<file path="src/rtl/vga_fb_arbiter.sv">
// Framebuffer arbiter: shares one synchronous single-port RAM between VGA
// scanout fetches (absolute priority) and a coprocessor read/write port.
// Read data returns through a tagged two-stage pipeline; a wait counter
// flags coprocessor starvation.
module vga_fb_arbiter #(
   parameter int ADDR_W       = 17,
   parameter int DATA_W       = 8,
   parameter int STARVE_LIMIT = 800
) (
   input  logic              clk,
   input  logic              rst_n,
   input  logic              vga_req,
   input  logic [ADDR_W-1:0] vga_addr,
   output logic              vga_valid,
   output logic [DATA_W-1:0] vga_data,
   input  logic              cp_req,
   input  logic              cp_we,
   input  logic [ADDR_W-1:0] cp_addr,
   input  logic [DATA_W-1:0] cp_wdata,
   output logic              cp_ack,
   output logic [DATA_W-1:0] cp_rdata,
   output logic [ADDR_W-1:0] mem_addr,
   output logic              mem_we,
   output logic [DATA_W-1:0] mem_wdata,
   input  logic [DATA_W-1:0] mem_rdata,
   output logic              cp_starved
);

   localparam int CNT_W = $clog2(STARVE_LIMIT + 1);

   // State names what the arbiter issued (or is waiting on) this cycle.
   typedef enum logic [2:0] {IDLE, VGA, CP_WR, CP_RD, CP_WAIT} state_t;
   // Owner of the read data travelling alongside the RAM latency.
   typedef enum logic [1:0] {TAG_NONE, TAG_VGA, TAG_CP} tag_t;

   state_t             r_state;
   state_t             w_state_next;
   tag_t               w_issue_tag;
   tag_t               r_tag_s1;
   tag_t               r_tag_s2;

   logic [ADDR_W-1:0]  r_mem_addr;
   logic               r_mem_we;
   logic [DATA_W-1:0]  r_mem_wdata;

   logic               r_vga_valid;
   logic [DATA_W-1:0]  r_vga_data;
   logic               r_cp_ack;
   logic [DATA_W-1:0]  r_cp_rdata;

   logic [CNT_W-1:0]   r_wait_cnt;
   logic [CNT_W-1:0]   w_wait_cnt_next;
   logic               r_cp_starved;

   logic               w_cp_rd_inflight;
   logic               w_cp_block;
   logic               w_cp_grant;

   // A coprocessor read is outstanding from its issue cycle until its ack;
   // the ack cycle itself (read or write) also refuses a new grant because
   // the requester still holds cp_req while it sees the ack.
   assign w_cp_rd_inflight = (r_state == CP_RD) || (r_tag_s2 == TAG_CP);
   assign w_cp_block       = w_cp_rd_inflight || r_cp_ack;
   assign w_cp_grant       = cp_req && !vga_req && !w_cp_block;

   // Grant decision: scanout wins outright, coprocessor takes idle slots.
   always_comb begin
      // NOTE: every always_comb output gets a default first so no path can
      // leave it unassigned and infer a latch.
      w_state_next = IDLE;
      w_issue_tag  = TAG_NONE;
      if (vga_req) begin
         w_state_next = VGA;
         w_issue_tag  = TAG_VGA;
      end else if (w_cp_grant) begin
         w_state_next = cp_we ? CP_WR : CP_RD;
         w_issue_tag  = cp_we ? TAG_NONE : TAG_CP;
      end else if (w_cp_rd_inflight) begin
         w_state_next = CP_WAIT;
      end
   end

   // State register and read-tag pipeline; reset empties both so reads in
   // flight are dropped.
   always_ff @(posedge clk or negedge rst_n) begin
      if (!rst_n) begin
         r_state  <= IDLE;
         r_tag_s1 <= TAG_NONE;
         r_tag_s2 <= TAG_NONE;
      end else begin
         // NOTE: sequential state uses non-blocking assignments so every
         // flop samples pre-edge values regardless of statement order.
         r_state  <= w_state_next;
         r_tag_s1 <= w_issue_tag;
         r_tag_s2 <= r_tag_s1;
      end
   end

   // Registered RAM command; address and write data hold when no issue.
   always_ff @(posedge clk or negedge rst_n) begin
      if (!rst_n) begin
         r_mem_addr  <= '0;
         r_mem_we    <= 1'b0;
         r_mem_wdata <= '0;
      end else begin
         r_mem_we <= 1'b0;
         if (vga_req) begin
            r_mem_addr <= vga_addr;
         end else if (w_cp_grant) begin
            r_mem_addr <= cp_addr;
            r_mem_we   <= cp_we;
            if (cp_we) begin
               r_mem_wdata <= cp_wdata;
            end
         end
      end
   end

   // Route returning RAM data by tag; data outputs hold between pulses.
   always_ff @(posedge clk or negedge rst_n) begin
      if (!rst_n) begin
         r_vga_valid <= 1'b0;
         r_vga_data  <= '0;
         r_cp_ack    <= 1'b0;
         r_cp_rdata  <= '0;
      end else begin
         r_vga_valid <= (r_tag_s2 == TAG_VGA);
         r_cp_ack    <= (w_cp_grant && cp_we) || (r_tag_s2 == TAG_CP);
         if (r_tag_s2 == TAG_VGA) begin
            r_vga_data <= mem_rdata;
         end
         if (r_tag_s2 == TAG_CP) begin
            r_cp_rdata <= mem_rdata;
         end
      end
   end

   // Wait counter: runs while a request is refused for a grant, clears on
   // grant or when the request drops, saturates at the limit.
   always_comb begin
      w_wait_cnt_next = r_wait_cnt;
      if (!cp_req || w_cp_grant) begin
         w_wait_cnt_next = '0;
      end else if (!w_cp_block && (r_wait_cnt < CNT_W'(STARVE_LIMIT))) begin
         w_wait_cnt_next = r_wait_cnt + 1'b1;
      end
   end

   // Counter register and sticky starvation flag.
   always_ff @(posedge clk or negedge rst_n) begin
      if (!rst_n) begin
         r_wait_cnt   <= '0;
         r_cp_starved <= 1'b0;
      end else begin
         r_wait_cnt <= w_wait_cnt_next;
         if (w_wait_cnt_next == CNT_W'(STARVE_LIMIT)) begin
            r_cp_starved <= 1'b1;
         end
      end
   end

   assign vga_valid  = r_vga_valid;
   assign vga_data   = r_vga_data;
   assign cp_ack     = r_cp_ack;
   assign cp_rdata   = r_cp_rdata;
   assign mem_addr   = r_mem_addr;
   assign mem_we     = r_mem_we;
   assign mem_wdata  = r_mem_wdata;
   assign cp_starved = r_cp_starved;

endmodule

</file>
<file path="config.mk">
export PLATFORM = sky130hd
export DESIGN_NAME = vga_fb_arbiter
export DESIGN_NICKNAME = d
export VERILOG_FILES = /design/src/rtl/vga_fb_arbiter.sv
export SDC_FILE = /design/constraint.sdc
export NUM_CORES = 1
export LEC_CHECK = 0
export ABC_AREA = 1
export CAP_MARGIN = 20
export CORE_ASPECT_RATIO = 0.5
export CORE_MARGIN = 10
export CORE_UTILIZATION = 45
export DETAILED_ROUTE_END_ITERATION = 16
export PLACE_DENSITY = 0.81
export SLEW_MARGIN = 0
export SYNTH_ARGS = -nofsm -noshare
export SYNTH_HDL_FRONTEND = slang
export SYNTH_SLANG_ARGS = --single-unit
</file>
<file path="constraint.sdc">
create_clock -name clk -period 1.5 [get_ports clk]
set_input_delay 0.3 -clock clk [delete_from_list [all_inputs] [get_ports clk]]
set_output_delay 0.3 -clock clk [all_outputs]
set_load 0.05 [all_outputs]
</file>
# Yosys cells after proc, flatten, opt, wreduce, memory -nomap -nowiden
# Cells that the tools add are included.
# classes
mux	13
div	0
magnitude_cmp	1
reduce_logical	13
shift	0
multipliers	0
add_sub_neg	1
eq_ne	4
bitwise_logic	1
# ops
operator	n
$mux 17	2
$mux 10	2
$add 10x1->10 const B	1
$eq 10x10->1 const B	1
$lt 10x10->1 const B	1
$mux 3	3
$mux 2	3
$logic_and 1x1->1	4
$logic_or 1x1->1	4
$eq 3x2->1 const B	1
$logic_not 1->1	3
$mux 1	3
$reduce_and 3->1	1
$eq 2x1->1 const B	1
$eq 2x2->1 const B	1
$reduce_bool 2->1	1
$not 1->1	1
# totals
romBits	0
latchBits	0
ramBits	0
reg_bits	62
mem_count	0
elab_cells	45
inputBits	55

# Logic depth before layout (Yosys ltp)
# Gate-level depths: netlist (run 1).
# logic_depth
ltp_word	8
mapped_depth	13

# Worst setup path before layout (run 1)
# OpenSTA, ideal clock, no wires.
# synth_path
path_kind	flip-flop to flip-flop
start	reg r_cp_ack (netlist: cp_ack)
end	reg r_cp_starved (netlist: cp_starved)
t_arrival_ns	1.464
setup_slack_ns	-0.081
t_required_ns	1.383
setup_ns	0.117
stages_incl_launch_ff	10
period_less_slack_ns	1.581
n_path_buf	0
cell_sequence	dfrtp_1 inv_2 nand4_2 nand2_2 inv_2 nand2_1 nor2_1 nor2_1 nand3_1 nand2_1
# synth_via
elab_chain_cells	6
# synth_lines
element	line	rtl
from (decl)	48	logic r_cp_ack;
from (signal assigned)	128	r_cp_ack <= (w_cp_grant && cp_we) || (r_tag_s2 == TAG_CP);
$logic_or 1x1->1 (*)	63	assign w_cp_block = w_cp_rd_inflight || r_cp_ack;
$logic_not 1->1 (*)	64, 144	
$logic_and 1x1->1, on equally long branches	144, 64	
$mux 10 or $logic_or 1x1->1 (tied branches)	144, 142	
$mux 10 (*)	142	if (!cp_req || w_cp_grant) begin
named net w_wait_cnt_next[2]	52	logic [CNT_W-1:0] w_wait_cnt_next;
$eq 10x10->1 (*)	156	if (w_wait_cnt_next == CNT_W'(STARVE_LIMIT)) begin
to (signal assigned)	153	r_cp_starved <= 1'b0;
to (signal assigned)	157	r_cp_starved <= 1'b1;
to (decl)	53	logic r_cp_starved;
# The timed path passes the listed nets; every way through them passes the cells marked *.
# A chain may end at the register's enable or synchronous reset.

# Worst setup path after layout (run 1)
# layout_path
start	reg r_tag_s2[1]
end	reg r_cp_starved (netlist: cp_starved)
# layout_via
elab_chain_cells	8
# layout_lines
element	line	rtl
from (decl)	40	tag_t r_tag_s2;
from (signal assigned)	95	r_tag_s2 <= r_tag_s1;
$eq 2x2->1 (*)	62	assign w_cp_rd_inflight = (r_state == CP_RD) || (r_tag_s2 == TAG_CP);
$logic_or 1x1->1 (*)	62	
$logic_or 1x1->1 (*)	63	
$logic_not 1->1 (*)	64, 144	
$logic_and 1x1->1, on equally long branches	144, 64	
$mux 10 or $logic_or 1x1->1 (tied branches)	144, 142	
$mux 10 (*)	142	
$eq 10x10->1 (*)	156	
# Mark *: on every way between the ends. The rest lies on a longest branch, timed or not.

==> flow_results.org, run 1 <==
** Power
- Lkg Pwr :: 2.45 nW
- The design draws 6.78 mW.
- For this design the ratio of total power to cell area is 1330 nW/um2.
- Worst VDD drop :: 0.000709 V

** Placement
- Input and output buffers added on the ports amount to 99.
- Detailed placement HPWL :: 5990 um
- Cell total after placement :: between 500 and 600
- The congestion estimate from routability-driven global placement came to 0.860.
- Before CTS, the worst setup slack after placement is -0.305 ns.

** Route
- Post-route antenna net violation count :: 0
- Drc violations :: 0
- The routed design has approximately 12000 um of wire.
- Wire per inst :: 21.0 um
- After detailed routing, the number of vias per cell comes to 5.47.
- The first routing iteration left 315 violations.
- Drt first pass iters :: 6
- The routed layout has a little over 3000 vias.

** Logic synthesis
- The share of synthesized area in the top cell type comes to 55.6%.
- Share of synthesized cell area in and, or, nand and nor gates :: 28.5%
- Most instantiated cells after synthesis :: 122 x sky130_fd_sc_hd__nand2_1, 62 x sky130_fd_sc_hd__dfrtp_1, 33 x sky130_fd_sc_hd__nor2_1
- Averaged over all synthesized cells, the footprint is between 8 and 9 um2.
- Counting flops and latches in the post-synthesis netlist gives 62.
- Post-Synth Adder-Cell Area :: less than 1%
- Post-Syn Nets :: approximately 390
- Leading area contributor after synthesis :: sky130_fd_sc_hd__dfrtp_1
- Summing the areas of all xor and xnor instances in the mapped netlist gives 0.314% of the synthesized area.
- Cell types occupying the most area after synthesis :: sky130_fd_sc_hd__dfrtp_1 56%, sky130_fd_sc_hd__nand2_1 16%, sky130_fd_sc_hd__nor2_1 4.4%
- After synthesis, the share of cell area in mux cells is 0%.
- Number of enable flip-flop cells after synthesis :: 0
- Synthesis produced 330 cells.
- The synthesized netlist devotes 8.92% of its cell area to compound gates.
- The synthesized netlist occupies a cell area of 2790 um2.
- Synthesis instantiated 28 different standard cells from the library.
- Synthesis warning total :: 0
- The share of the Yosys chip area taken by registers is a little under three fifths.
- Fraction of registers with async set or reset after synthesis :: 100%
- The most used flip-flop cell after synthesis is sky130_fd_sc_hd__dfrtp_1.
- Largest family of logic cells by synthesized area :: simple AND/OR/NAND/NOR gates
- In the post-synthesis netlist, the cell with the most instances is sky130_fd_sc_hd__nand2_1.

** Clock network
- In this run the number of H-tree levels came out at 3.
- TritonCTS built the clock tree.
- CTS saw 62 sinks.
- Clk_lat worst skew :: 0.33 ns
- Clk buf depth :: 2
- Clock-pin slew was measured on the worst setup and hold paths at 0.06 ns.
- Number of clock buffers inserted by TritonCTS :: 9
- CTS root buf :: sky130_fd_sc_hd__clkbuf_16

** STA
- After layout, the worst path uses 111% of the clock period.
- Setup repair after global routing missed its margin :: true
- The max-slew violation count came to 0.
- Final Hold Fails :: 0
- Worst-margin pin slew :: 0.462 ns
- For this run, the top clock speed supported by timing is 603 MHz.
- Worst slew margin :: 69.2%
- Between clock sinks in the finished design, the worst skew comes to 0.00964 ns.
- Post-layout minimum cycle time :: 1.66 ns
- Adding up every negative setup slack in the final design gives -0.236 ns.
- Worst setup slack after layout :: -0.159 ns
- Count of endpoints failing setup in the final report :: 4

** Critical path
- Crit start category :: flop
- Crit path DAT :: between 1.5 and 2 ns
- In this run the worst path has a maximum fanout of 7.
- Data on the critical path is required at its endpoint by 1.70 ns.
- The setup check on the worst reg-to-reg path leaves a slack of -0.16 ns.
- By startpoint and endpoint, the worst setup path is classified as flop to flop.
- STA classifies the critical path endpoint as a flop.

** Finish
- Combined flip-flop and latch cell area :: approximately 1600 um2
- Final-layout fill cell count :: 281
- The finished layout holds 553 standard cells, fillers aside.
- Share of cells above drive strength 1 :: 30.2%
- Area growth from synthesis to layout :: 82.1%
- In the final layout, the multi-input gates occupy approximately 1200 um2.
- In the final design database the tool counted 515 nets.

** Global routing
- Number of global-route vias before repair :: 2952
- Pin count of the biggest net entering global routing :: 63
- Grt total ovfl :: 0
- The first global-routing pass estimated 15400 um of wire.
- Total routing resource utilization after global routing :: about a fifth
- Initial antenna violation count :: 1

** Job
- Across the run, the number of max-cap violations was 0.

** Floorplan
- Horiz. Die Dim :: 131 um
- In this run the count of I/O pins placed on the die edge is 100.
- The floorplan step defined a die boundary enclosing 9940 um2.
- Row generation in the floorplan step produced 20 rows.
- The die is 75.7 um tall.
- The floorplan step defined a core boundary enclosing 6030 um2.
- Initial Utilization :: 46.3%

** Min path
- Kind of path behind the tightest hold check :: flop to flop

** Status
- The checks that failed: setup timing.
- Status :: finished, violations left
-- final timing paths --
path                                                  to  cells past startpoint                   from
worst min-delay path               r_tag_s2[0]$_DFF_PN0_                      0  r_tag_s1[0]$_DFF_PN0_
max in group asynchronous        r_wait_cnt[6]$_DFF_PN0_                      3                  rst_n
worst max register to register    cp_starved$_DFFE_PN0N_                     11  r_tag_s2[1]$_DFF_PN0_
min in group asynchronous       mem_addr[11]$_DFFE_PN0P_                      3                  rst_n
worst min register to register     r_tag_s2[0]$_DFF_PN0_                      0  r_tag_s1[0]$_DFF_PN0_
worst max-delay path              cp_starved$_DFFE_PN0N_                     11  r_tag_s2[1]$_DFF_PN0_
-- cells in the final DEF, fill, tap and decap left out, types with 2 or more instances in the layout --
cell type                         count
sky130_fd_sc_hd__nor2_1              25
sky130_fd_sc_hd__bufinv_16            2
sky130_fd_sc_hd__o21ai_0             18
sky130_fd_sc_hd__nand2_4              4
sky130_fd_sc_hd__buf_6                2
sky130_fd_sc_hd__clkbuf_16            9
sky130_fd_sc_hd__nand2_2             17
sky130_fd_sc_hd__nor2_2               7
sky130_fd_sc_hd__buf_16               3
sky130_fd_sc_hd__a31oi_2              2
sky130_fd_sc_hd__clkdlybuf4s50_1     51
sky130_fd_sc_hd__nand2_1            110
sky130_fd_sc_hd__buf_12              49
sky130_fd_sc_hd__nand3_1              8
sky130_fd_sc_hd__inv_2                7
sky130_fd_sc_hd__a21oi_1              4
sky130_fd_sc_hd__nand3_4              3
sky130_fd_sc_hd__buf_4               17
sky130_fd_sc_hd__nor2_4               4
sky130_fd_sc_hd__dfrtp_2              2
sky130_fd_sc_hd__dfrtp_1             60
sky130_fd_sc_hd__inv_1               24
sky130_fd_sc_hd__a31oi_1             15
sky130_fd_sc_hd__clkbuf_8             3
-- per-layer routing --
layer / share of wire [%] / track usage, % / routed length, um
met4: 5.1 / 10.5 / 586
met5: 0 / 0 / 0
met2: 52 / 37.5 / 6070
met1: 36 / 20.2 / 4190
met3: 6.3 / 6.12 / 735
-- through the flow --
| stage | area [um2] | hold WS (ns) | utilization (%) |
|---|---|---|---|
| CTS | 4920 | 0.363 | 81.6 |
| global route | 5080 | 0.377 | 84.2 |
| floorplan | 2790 | 0.00441 | - |
| finish | 5080 | 0.370 | 84.2 |
| global placement | 4410 | 0.332 | 73.2 |
| detailed placement | 4410 | 0.337 | 73.2 |
-- critical path, cell delays in order, from the launching register on --
cell                      delay [ns]
sky130_fd_sc_hd__dfrtp_1        0.43
sky130_fd_sc_hd__nand2_4        0.16
sky130_fd_sc_hd__inv_4          0.05
sky130_fd_sc_hd__nor2_4         0.15
sky130_fd_sc_hd__nand3_4        0.16
sky130_fd_sc_hd__buf_6          0.16
sky130_fd_sc_hd__nand2_2        0.05
sky130_fd_sc_hd__nand2_1        0.06
sky130_fd_sc_hd__nand3_1        0.08
sky130_fd_sc_hd__nor2_1         0.06
sky130_fd_sc_hd__nand3_1        0.09
sky130_fd_sc_hd__nand2_1        0.08
-- cell type report --
type	count	share of cell area [%]
repair buffers	126	34.7
flip-flops and latches	62	30.6
multi-input cells	227	23.3
clock buffers	13	5.32
inverters	33	2.59
well taps	88	2.17
clock inverters	3	1.28
diodes	1	0.0493
-- flip-flops by register name (all words and copies together) (netlist names) --
register	count
r_tag_s2	2
r_wait_cnt	10
cp_starved	1
cp_ack	1
vga_data	8
r_state	3
mem_we	1
mem_addr	17
r_tag_s1	2
vga_valid	1
mem_wdata	8
cp_rdata	8
-- logic make-up (layout without fill, tap and decap cells) --
family	count (synthesis)	count (layout)
xor gates and xnor gates	1	1
buffers and inverters	42	175
other	0	1
DFF	62	62
AOI/OAI and AO/OA	42	42
adders and majority gates	1	1
and+or+nand+nor	182	183
-- power by group --
group	total (mW)	leakage (nW)	internal [mW]	switching (mW)
registers	2.14	0.760	1.88	0.258
logic	2.30	1.52	1.08	1.21
clock network	2.34	0.166	1.59	0.751
-- repair_timing --
action | 4_1_cts | 5_1_grt
hold buffers | 1 | 0
cloned | 3 | 1
hold endpoints to repair | 23 | 0
setup buffers | 2 | 8
gates resized for setup | 12 | 31
pin swaps | 3 | 16
setup endpoints to repair | 24 | 26
(Power assumes the default switching activity.)
==> run 2: changes to the inputs <==
--- a/config.mk
+++ b/config.mk
@@ -6,7 +6,6 @@
 export NUM_CORES = 1
 export LEC_CHECK = 0
 export ABC_AREA = 1
-export CAP_MARGIN = 20
 export CORE_ASPECT_RATIO = 0.5
 export CORE_MARGIN = 10
 export CORE_UTILIZATION = 45
==> results of run 2 <==
No change in the layout: final DEF, timing and power equal those of run 1.
